==> config.mk <==
export PLATFORM = sky130hd
export DESIGN_NAME = rtc_update_sched
export DESIGN_NICKNAME = d
export VERILOG_FILES = /design/src/rtl/rtc_pkg.sv /design/src/rtl/rtc_cmd_fifo.sv /design/src/rtl/rtc_update_sched.sv
export SDC_FILE = /design/constraint.sdc
export NUM_CORES = 1
export LEC_CHECK = 0
export BUFFER_PORTS_ARGS = -buffer_cell sky130_fd_sc_hd__buf_2
export CELL_PAD_IN_SITES_DETAIL_PLACEMENT = 2
export CELL_PAD_IN_SITES_GLOBAL_PLACEMENT = 2
export CORE_MARGIN = 8
export CORE_UTILIZATION = 39
export CTS_BUF_LIST = sky130_fd_sc_hd__clkbuf_2
export CTS_CLUSTER_SIZE = 25
export DETAILED_ROUTE_END_ITERATION = 10
export MAX_ROUTING_LAYER = met4
export PLACE_DENSITY = 0.72
export REMOVE_ABC_BUFFERS = 1
export SYNTH_ARGS = -nofsm -noshare
export SYNTH_HDL_FRONTEND = slang
export SYNTH_HIERARCHICAL = 1
export SYNTH_SLANG_ARGS = --single-unit
export TNS_END_PERCENT = 1
==> constraint.sdc <==
create_clock -name clk_i -period 3.85 [get_ports clk_i]
set_input_delay 0.1925 -clock clk_i [delete_from_list [all_inputs] [get_ports clk_i]]
set_output_delay 0.1925 -clock clk_i [all_outputs]
set_load 0.05 [all_outputs]
==> src/rtl/rtc_pkg.sv <==
// RTC update scheduler shared definitions: command codes, strobe indices,
// payload field positions and the command queue entry.
package rtc_pkg;

    typedef enum logic [2:0] {
        CMD_CLOCK       = 3'd0,
        CMD_CALIBRE     = 3'd1,
        CMD_TIMER       = 3'd2,
        CMD_ALARM_CLOCK = 3'd3,
        CMD_ALARM_DATE  = 3'd4,
        CMD_EVT_CLR     = 3'd5,
        CMD_RSV6        = 3'd6,
        CMD_RSV7        = 3'd7
    } rtc_cmd_e;

    // Strobe bit index equals the command code
    localparam int STB_W           = 6;
    localparam int STB_CLOCK       = 0;
    localparam int STB_CALIBRE     = 1;
    localparam int STB_TIMER       = 2;
    localparam int STB_ALARM_CLOCK = 3;
    localparam int STB_ALARM_DATE  = 4;
    localparam int STB_EVT_CLR     = 5;

    // Payload field positions (payload is forwarded untouched)
    localparam int CLOCK_TIME_LSB   = 0;
    localparam int CLOCK_TIME_MSB   = 21;
    localparam int CLOCK_INIT_LSB   = 22;
    localparam int CLOCK_INIT_MSB   = 31;
    localparam int CALIBRE_LSB      = 0;
    localparam int CALIBRE_MSB      = 15;
    localparam int TIMER_TARGET_LSB = 0;
    localparam int TIMER_TARGET_MSB = 16;
    localparam int TIMER_EN_BIT     = 17;
    localparam int TIMER_RETRIG_BIT = 18;
    localparam int ALM_TIME_LSB     = 0;
    localparam int ALM_TIME_MSB     = 21;
    localparam int ALM_MASK_LSB     = 22;
    localparam int ALM_MASK_MSB     = 27;
    localparam int ALM_EN_BIT       = 28;
    localparam int ALM_DATE_LSB     = 0;
    localparam int ALM_DATE_MSB     = 31;
    localparam int EVT_CLR_LSB      = 0;
    localparam int EVT_CLR_MSB      = 1;

    // One queued command: who asked, what, and the payload
    typedef struct packed {
        logic        src;
        rtc_cmd_e    cmd;
        logic [31:0] data;
    } rtc_entry_t;

    typedef enum logic [1:0] {
        ST_IDLE  = 2'd0,
        ST_HOLD  = 2'd1,
        ST_ISSUE = 2'd2
    } sched_state_e;

    function automatic logic is_reserved(rtc_cmd_e c);
        return (c == CMD_RSV6) || (c == CMD_RSV7);
    endfunction

    // Commands that touch the date/time registers must wait out a day rollover
    function automatic logic needs_hold(rtc_cmd_e c);
        return (c == CMD_CLOCK) || (c == CMD_ALARM_DATE);
    endfunction

endpackage

==> src/rtl/rtc_cmd_fifo.sv <==
// Synchronous command FIFO with explicit occupancy count; pointers wrap at DEPTH.
module rtc_cmd_fifo
    import rtc_pkg::*;
#(
    parameter int DEPTH = 4
) (
    input  logic                     clk_i,
    input  logic                     rst_i,
    input  logic                     push_i,
    input  rtc_entry_t               push_data_i,
    input  logic                     pop_i,
    output rtc_entry_t               head_o,
    output logic [$clog2(DEPTH):0]   count_o,
    output logic                     empty_o,
    output logic                     full_o
);
    localparam int AW = $clog2(DEPTH);
    localparam int CW = AW + 1;

    rtc_entry_t    mem [DEPTH];
    logic [AW-1:0] wr_ptr;
    logic [AW-1:0] rd_ptr;
    logic [CW-1:0] count;
    logic          do_push;
    logic          do_pop;

    assign empty_o = (count == '0);
    assign full_o  = (count == CW'(DEPTH));
    assign do_push = push_i && !full_o;
    assign do_pop  = pop_i && !empty_o;
    assign head_o  = mem[rd_ptr];
    assign count_o = count;

    // Pointer and count bookkeeping; reset discards everything queued
    always_ff @(posedge clk_i or posedge rst_i) begin
        if (rst_i) begin
            wr_ptr <= '0;
            rd_ptr <= '0;
            count  <= '0;
        end else begin
            if (do_push) begin
                wr_ptr <= (wr_ptr == AW'(DEPTH - 1)) ? '0 : wr_ptr + AW'(1);
            end
            if (do_pop) begin
                rd_ptr <= (rd_ptr == AW'(DEPTH - 1)) ? '0 : rd_ptr + AW'(1);
            end
            count <= count + CW'(do_push) - CW'(do_pop);
        end
    end

    // Storage needs no reset: empty is decided by the count alone
    always_ff @(posedge clk_i) begin
        if (do_push) begin
            mem[wr_ptr] <= push_data_i;
        end
    end

endmodule

==> src/rtl/rtc_update_sched.sv <==
// RTC update scheduler: round-robin arbiter for two requesters, command queue,
// and IDLE/HOLD/ISSUE issue FSM that defers CLOCK/ALARM_DATE over day rollover.
// Optional macro RTC_SCHED_ERR_EN: reserved commands set sticky err_o and pulse done_o.
module rtc_update_sched
    import rtc_pkg::*;
#(
    parameter int FIFO_DEPTH = 4
) (
    input  logic        clk_i,
    input  logic        rst_i,
    input  logic        a_req_i,
    input  logic [2:0]  a_cmd_i,
    input  logic [31:0] a_data_i,
    output logic        a_gnt_o,
    input  logic        b_req_i,
    input  logic [2:0]  b_cmd_i,
    input  logic [31:0] b_data_i,
    output logic        b_gnt_o,
    input  logic        day_rollover_i,
    output logic [5:0]  upd_strobe_o,
    output logic [31:0] upd_data_o,
    output logic        done_o,
    output logic        done_src_o,
    output logic        busy_o,
    output logic        err_o
);
    localparam int CW = $clog2(FIFO_DEPTH) + 1;

    logic [CW-1:0] q_count;
    logic [CW-1:0] count_n;
    logic          q_empty;
    logic          q_full;
    rtc_entry_t    q_head;
    rtc_entry_t    push_entry;
    rtc_entry_t    issue_q;
    logic          grant_a;
    logic          grant_b;
    logic          push;
    logic          pop;
    logic          rr_prefer_b;
    sched_state_e  state_q;
    sched_state_e  state_n;
    logic [5:0]    strobe_n;
    logic [31:0]   data_n;
    logic          done_n;
    logic          done_src_n;
    logic          busy_n;

    rtc_cmd_fifo #(.DEPTH(FIFO_DEPTH)) u_fifo (
        .clk_i       (clk_i),
        .rst_i       (rst_i),
        .push_i      (push),
        .push_data_i (push_entry),
        .pop_i       (pop),
        .head_o      (q_head),
        .count_o     (q_count),
        .empty_o     (q_empty),
        .full_o      (q_full)
    );

    // Round-robin grant against the pre-pop occupancy
    always_comb begin
        grant_a = 1'b0;
        grant_b = 1'b0;
        if (!q_full) begin
            if (a_req_i && b_req_i) begin
                grant_a = !rr_prefer_b;
                grant_b = rr_prefer_b;
            end else begin
                grant_a = a_req_i;
                grant_b = b_req_i;
            end
        end
        push = grant_a || grant_b;
        if (grant_b) begin
            push_entry = '{src: 1'b1, cmd: rtc_cmd_e'(b_cmd_i), data: b_data_i};
        end else begin
            push_entry = '{src: 1'b0, cmd: rtc_cmd_e'(a_cmd_i), data: a_data_i};
        end
    end

    // Issue FSM next state: hold date-sensitive heads while rollover is active
    always_comb begin
        state_n = state_q;
        pop     = 1'b0;
        case (state_q)
            ST_IDLE: begin
                if (!q_empty) begin
                    if (needs_hold(q_head.cmd) && day_rollover_i) begin
                        state_n = ST_HOLD;
                    end else begin
                        pop     = 1'b1;
                        state_n = ST_ISSUE;
                    end
                end
            end
            ST_HOLD: begin
                if (!day_rollover_i) begin
                    pop     = 1'b1;
                    state_n = ST_ISSUE;
                end
            end
            ST_ISSUE: state_n = ST_IDLE;
            default:  state_n = ST_IDLE;
        endcase
    end

    // Next values of the registered outputs
    always_comb begin
        strobe_n   = '0;
        data_n     = '0;
        done_n     = 1'b0;
        done_src_n = 1'b0;
        if (state_q == ST_ISSUE) begin
            if (!is_reserved(issue_q.cmd)) begin
                strobe_n   = 6'b000001 << issue_q.cmd;
                data_n     = issue_q.data;
                done_n     = 1'b1;
                done_src_n = issue_q.src;
            end
`ifdef RTC_SCHED_ERR_EN
            else begin
                done_n     = 1'b1;
                done_src_n = issue_q.src;
            end
`endif
        end
        count_n = q_count + CW'(push) - CW'(pop);
        busy_n  = (count_n != '0) || (state_n != ST_IDLE);
    end

    // State, popped command, arbitration pointer and output registers
    always_ff @(posedge clk_i or posedge rst_i) begin
        if (rst_i) begin
            state_q      <= ST_IDLE;
            issue_q      <= '0;
            rr_prefer_b  <= 1'b0;
            a_gnt_o      <= 1'b0;
            b_gnt_o      <= 1'b0;
            upd_strobe_o <= '0;
            upd_data_o   <= '0;
            done_o       <= 1'b0;
            done_src_o   <= 1'b0;
            busy_o       <= 1'b0;
        end else begin
            state_q <= state_n;
            if (pop) begin
                issue_q <= q_head;
            end
            if (grant_a) begin
                rr_prefer_b <= 1'b1;
            end else if (grant_b) begin
                rr_prefer_b <= 1'b0;
            end
            a_gnt_o      <= grant_a;
            b_gnt_o      <= grant_b;
            upd_strobe_o <= strobe_n;
            upd_data_o   <= data_n;
            done_o       <= done_n;
            done_src_o   <= done_src_n;
            busy_o       <= busy_n;
        end
    end

`ifdef RTC_SCHED_ERR_EN
    // Sticky error on any reserved command reaching the issue stage
    always_ff @(posedge clk_i or posedge rst_i) begin
        if (rst_i) begin
            err_o <= 1'b0;
        end else if ((state_q == ST_ISSUE) && is_reserved(issue_q.cmd)) begin
            err_o <= 1'b1;
        end
    end
`else
    assign err_o = 1'b0;
`endif

endmodule

==> flow_metrics.env, run 1 <==
export IMPL_p_total_mw=9.73
export IMPL_ys_ff_latch=233
export IMPL_cts_buffers=58
export IMPL_status="finished, final reports clean"
export IMPL_wl_per_cell_um=20.2
export IMPL_finalHoldViolCount=0
export IMPL_cts_root_buffer="clkbuf_2"
export IMPL_final_common_cell="edfxtp_1"
export IMPL_peakVddDrop_mv=0.381
export IMPL_synth_cells=466
export IMPL_dpl_hpwl_mm=12.6
export IMPL_hold_class="in2reg"
export IMPL_fin_crit_ns=3.06
export IMPL_fp_dieArea_um2=28400
export IMPL_cts_setup_buffers=0
export IMPL_io_buffers=117
export IMPL_leakagePower_nw=4.64
export IMPL_htree_levels=2
export IMPL_grt_max_degree=49
export IMPL_path_max_fanout=4
export IMPL_cts_tree="done"
export IMPL_drtPass1Iterations=4
export IMPL_holdWs_ns=0.271
export IMPL_rows=56
export IMPL_final_nets=796
export IMPL_clkTransAtPathRegs_ns=0.10
export IMPL_fp_dieW_um=169
export IMPL_cts_buffer_depth=3
export IMPL_post_place_cells=893
export IMPL_cts_resized=0
export IMPL_grt_use_total_pct=16.2
export IMPL_worstSetupStartpointType="flop"
export IMPL_grt_first_pass_wirelength_mm=34.6
export IMPL_fin_cells=1078
export IMPL_tightest_slew_ns=1.09
export IMPL_syn_cell_area_um2=9080
export IMPL_end_kind="flop"
export IMPL_postCtsHoldBufs=76
export IMPL_critPathKind="reg2reg"
export IMPL_via_count=5158
export IMPL_clk_latency_ns=0.82
export IMPL_via_per_inst=4.78
export IMPL_grt_pass1_vias=6229
export IMPL_remaining_drc_errors=0
export IMPL_antenna_left=0
export IMPL_syn_area_per_cell_um2=19.5
export IMPL_io_pins=119
export IMPL_yosysWarnings=6
export IMPL_arrival_ns=3.72
export IMPL_fin_skew_ns=0.0544
export IMPL_core_area_um2=23200
export IMPL_cap_violations=0
export IMPL_globalplace_congestion=0.692
export IMPL_grt_setup_unrepaired="false"
export IMPL_start_util_pct=39.2
export IMPL_ys_seq_area_share_pct=72.1
export IMPL_ys_types=40
export IMPL_clock_sinks=233
export IMPL_slew_violations=0
export IMPL_fin_util_pct=49.0
export IMPL_drt_wl_total_mm=21.7
export IMPL_drive_gt1_share_pct=44.9
export IMPL_dieHeight_um=169
export IMPL_slew_headroom_pct=27.4
export IMPL_setup_viol_count_final=0
export IMPL_min_period_over_period_pct=79.5
export IMPL_dr_first_iter_drc_count=192
export IMPL_antenna_found_initial=1
export IMPL_crit_required_ns=4.51
export IMPL_clock_fmax_mhz=327
export IMPL_area_growth_synth_to_final_pct=25.1
export IMPL_overflow=0
export IMPL_power_density_nw_per_um2=856
export IMPL_final_cell_mix="edfxtp_1 (144), buf_2 (117), clkbuf_2 (95)"
==> power breakdown <==
| group | total [mW] | leakage, nW | internal, mW | switching, mW |
|---|---|---|---|---|
| registers | 4.09 | 2.44 | 3.74 | 0.355 |
| logic | 3.88 | 1.77 | 1.57 | 2.32 |
| clock network | 1.76 | 0.440 | 0.776 | 0.981 |
| total | 9.73 | 4.64 | 6.08 | 3.66 |
==> critical path: stages, from the launching register on <==
cell      delay, ns
dfrtp_4        0.46
mux4_2         0.58
o21bai_4       0.21
a211oi_4       0.09
ha_1           0.29
inv_1          0.04
ha_1           0.18
fa_1           0.41
xnor2_1        0.20
xnor2_1        0.08
or4_1          0.39
==> cell type report <==
cell class	instances	area (µm²)
tap	319	399
antenna	1	2.50
clock inverter	13	101
sequential	233	6560
fill	2179	11800
multi-input combinational	198	2350
timing repair buffer	203	1420
inverter	16	62.6
clock buffer	95	475
==> layer usage <==
metal	vias to the layer above	track usage [%]	share of wire (%)
met2	126	28.5	54
met1	2685	18.1	40
li1	2296	-	-
met3	51	3.33	3.5
met5	-	-	0
met4	0	5.75	2.6
==> flip-flops by register name (all words and copies together) (netlist names) <==
signal and count:
u_fifo/rd_ptr 2, upd_data_o 32, rr_prefer_b 1, issue_q 36
u_fifo/count_o 3, b_gnt_o 1, done_o 1, busy_o 1
upd_strobe_o 6, state_q 2, u_fifo/wr_ptr 2, done_src_o 1
u_fifo/mem 144, a_gnt_o 1
==> logic make-up (layout without fill, tap and decap cells) <==
family / Yosys count / count (layout) / synth area share (%)
other: 1 / 2 / 0.0413
XOR/XNOR: 4 / 4 / 0.386
buffers and inverters: 35 / 327 / 2.29
adder cells (fa/ha/maj): 11 / 11 / 1.68
AND/OR/NAND/NOR: 60 / 60 / 4.19
flip-flops: 233 / 233 / 72.1
multiplexers: 108 / 108 / 17.8
AO/OA/AOI/OAI: 14 / 14 / 1.46
==> through the flow <==
stage	setup TNS, ns	instance area (µm²)	setup WS, ns
2_1_floorplan	-2.85	8940	-1.03
3_3_place_gp	0	10000	0.834
3_5_place_dp	0	10000	0.795
4_1_cts	0	11400	0.771
5_1_grt	0	11400	0.586
6_report	0	11400	0.791
==> cells in the mapped netlist (all sizes together) <==
master	count	area share (%)
edfxtp	144	48
dfrtp	89	25
mux2	72	8.9
and2	37	2.5
mux4	36	8.9
buf	17	1.5
inv	16	0.66
ha	9	1.2
nor2	5	0.21
a211oi	4	0.47
nand2b	4	0.28
xnor2	4	0.39
nor4b	3	0.29
a211o	2	0.19
a22o	2	0.19
clkbuf	2	0.083
fa	2	0.44
nor2b	2	0.17
nor3	2	0.11
nor3b	2	0.22
a21o	1	0.083
a21oi	1	0.055
and3	1	0.069
conb	1	0.041
nand2	1	0.041
nor4	1	0.069
nor4bb	1	0.11
o211ai	1	0.14
o21ai	1	0.055
o21bai	1	0.21
o22ai	1	0.069
or4	1	0.083
==> worst paths after layout <==
check / startpoint / endpoint / slack [ns] / cells past startpoint
max: u_fifo/rd_ptr[0]$_DFFE_PP0P_ / busy_o$_DFF_PP0_ / 0.79 / 10
min: day_rollover_i / state_q[1]$_DFF_PP0_ / 0.27 / 3
max reg2reg: u_fifo/rd_ptr[0]$_DFFE_PP0P_ / busy_o$_DFF_PP0_ / 0.79 / 10
min reg2reg: issue_q[23]$_DFFE_PP0P_ / issue_q[23]$_DFFE_PP0P_ / 0.49 / 1
max in group asynchronous: rst_i / issue_q[19]$_DFFE_PP0P_ / 2.23 / 5
min in group asynchronous: rst_i / u_fifo/wr_ptr[1]$_DFFE_PP0P_ / 0.49 / 4
No activity file was read; power rests on OpenSTA's default activity.
==> run 2: changes to the inputs <==
- PLACE_DENSITY: 0.72 -> 0.75
- clock period: 3.85 -> 2.6 ns (I/O delays scaled with it)
==> run 2 against run 1 <==
Effect of this change: the run now ends with negative setup slack left; core utilization increased by 1.1 points; worst hold slack got worse by 0.092 ns; sequential share of layout area decreased by 1.3 points; sequential power increased by 48%; first-iteration DRC count decreased by 1.0%; via count increased by 1.9%; critical path type unchanged; largest cell class unchanged.
==> flow_metrics.env, run 2 (synthesized netlist as in run 1, its figures left out) <==
export IMPL_max_stage_delay_ns=0.55
export IMPL_crit_slowest_cell="mux4_2"
export IMPL_final_nets=820
export IMPL_hold_depth=3
export IMPL_rows=56
export IMPL_finalHoldViolCount=0
export IMPL_status="finished, violations left"
export IMPL_htree_levels=2
export IMPL_wl_per_cell_um=20.4
export IMPL_reg_largest_list="u_fifo/mem (144), issue_q (36), upd_data_o (32)"
export IMPL_power_density_nw_per_um2=1270
export IMPL_clk_latency_ns=0.81
export IMPL_min_period_over_period_pct=113
export IMPL_dr_first_iter_drc_count=190
export IMPL_clock_sinks=233
export IMPL_cts_buffers=59
export IMPL_start_util_pct=39.2
export IMPL_slew_violations=0
export IMPL_dpl_hpwl_mm=13.4
export IMPL_cap_violations=0
export IMPL_fillerInstances=2126
export IMPL_end_kind="flop"
export IMPL_r2r_start="u_fifo/rd_ptr[0]$_DFFE_PP0P_"
export IMPL_arrival_ns=3.62
export IMPL_fin_crit_ns=2.95
export IMPL_cts_tree="done"
export IMPL_drt_wl_total_mm=22.5
export IMPL_io_buffers=117
export IMPL_clkTransAtPathRegs_ns=0.10
export IMPL_holdPathEnd="state_q[1]$_DFF_PP0_"
export IMPL_largest_register="u_fifo/mem"
export IMPL_core_area_um2=23200
export IMPL_crit_required_ns=3.27
export IMPL_violations="negative setup slack"
export IMPL_cts_buffer_depth=3
export IMPL_worstSetupStartpointType="flop"
export IMPL_setup_viol_count_final=3
export IMPL_antenna_found_initial=1
export IMPL_grt_setup_unrepaired="true"
export IMPL_remaining_drc_errors=0
export IMPL_dieHeight_um=169
export IMPL_path_cells="mux4_2 -> o21bai_4 -> a211oi_4 -> ha_1 -> inv_1 -> ha_2 -> fa_2 -> xnor2_2 -> xnor2_1 -> or4_1"
export IMPL_critPathKind="reg2reg"
export IMPL_largest_register_ffs=144
export IMPL_fp_dieArea_um2=28400
export IMPL_area_growth_synth_to_final_pct=28.0
export IMPL_via_per_inst=4.76
export IMPL_fp_dieW_um=169
export IMPL_tightest_slew_ns=0.584
export IMPL_timing_final_ws_setup_ns=-0.348
export IMPL_grt_max_degree=49
export IMPL_globalplace_congestion=0.711
export IMPL_leakagePower_nw=4.79
export IMPL_fin_area_um2=11600
export IMPL_drive_gt1_share_pct=47.1
export IMPL_io_pins=119
export IMPL_slew_headroom_pct=61.1
export IMPL_drtPass1Iterations=4
export IMPL_hold_start="day_rollover_i"
export IMPL_final_common_cell="edfxtp_1"
export IMPL_cts_root_buffer="clkbuf_2"
export IMPL_peakVddDrop_mv=0.574
export IMPL_placed_area_um2=10200
export IMPL_grt_first_pass_wirelength_mm=35.4
export IMPL_path_max_fanout=3
export IMPL_via_count=5257
export IMPL_grt_pass1_vias=6381
export IMPL_grt_use_total_pct=16.6
export IMPL_fin_skew_ns=0.0775
export IMPL_r2r_worst_path_cells=10
export IMPL_antenna_left=0
export IMPL_holdWs_ns=0.179
export IMPL_r2r_end="busy_o$_DFF_PP0_"
export IMPL_hold_class="in2reg"
export IMPL_r2r_slack_ns=-0.35
export IMPL_final_cell_mix="edfxtp_1 (144), buf_2 (117), clkbuf_2 (94)"
export IMPL_overflow=0
export IMPL_clock_fmax_mhz=339
-- run 2: worst max path at each step --
| stage | from | to |
|---|---|---|
| floorplan | u_fifo/rd_ptr[0]$_DFFE_PP0P_ | busy_o$_DFF_PP0_ |
| global placement | u_fifo/rd_ptr[0]$_DFFE_PP0P_ | busy_o$_DFF_PP0_ |
| detailed placement | u_fifo/rd_ptr[0]$_DFFE_PP0P_ | busy_o$_DFF_PP0_ |
| CTS | u_fifo/rd_ptr[0]$_DFFE_PP0P_ | busy_o$_DFF_PP0_ |
| global route | u_fifo/rd_ptr[0]$_DFFE_PP0P_ | busy_o$_DFF_PP0_ |
| finish | u_fifo/rd_ptr[0]$_DFFE_PP0P_ | busy_o$_DFF_PP0_ |
-- run 2: final cells by class --
class / count / area [µm²] / share of cell area (%)
sequential: 233 / 6560 / 56.4
multi-input combinational: 198 / 2380 / 20.5
timing repair buffer: 226 / 1670 / 14.3
clock buffer: 94 / 470 / 4.04
tap: 319 / 399 / 3.43
clock inverter: 17 / 91.3 / 0.785
inverter: 16 / 62.6 / 0.538
antenna: 1 / 2.50 / 0.0215
-- run 2: per-layer routing --
metal | up-vias | global-route usage [%] | part of all wire, %
met4 | 0 | 5.28 | 1.7
li1 | 2336 | - | -
met3 | 36 | 3.42 | 4.0
met5 | - | - | 0
met1 | 2753 | 17.7 | 39
met2 | 132 | 30.5 | 56
-- run 2: critical path, delay by kind of cell (launching register included) --
family,cells,cell delay [ns]
fa+ha+maj,3,0.80
mux,1,0.55
flops,1,0.44
simple gates,1,0.41
compound gates,2,0.29
xor+xnor,2,0.28
buf+inv,1,0.04
-- run 2: power by group --
| part | internal (mW) | switching (mW) |
|---|---|---|
| logic | 2.62 | 3.56 |
| clock network | 1.05 | 1.47 |
| registers | 5.52 | 0.547 |
| total | 9.20 | 5.58 |
-- run 2: what timing repair did --
item,in CTS,in global routing
buffers inserted,2,2
resized for setup,6,0
gates cloned,0,0
setup endpoints to repair,3,3
hold buffers,76,0
endpoints found under the hold margin,243,0
pin swaps,5,1
-- run 2: per-stage QoR --
| step | std cells | power [mW] | util (%) | TNS [ns] | setup WS (ns) |
|---|---|---|---|---|---|
| finish | 1104 | 14.8 | 50.2 | -0.645 | -0.348 |
| global route | 1104 | 15.6 | 50.2 | -0.886 | -0.436 |
| CTS | 1101 | 14.9 | 50.1 | -0.531 | -0.317 |
| detailed placement | 912 | 12.2 | 44.2 | -0.722 | -0.426 |
| global placement | 912 | 11.7 | 44.2 | -0.456 | -0.329 |
| floorplan | 447 | 10.0 | - | -50.62 | -2.28 |
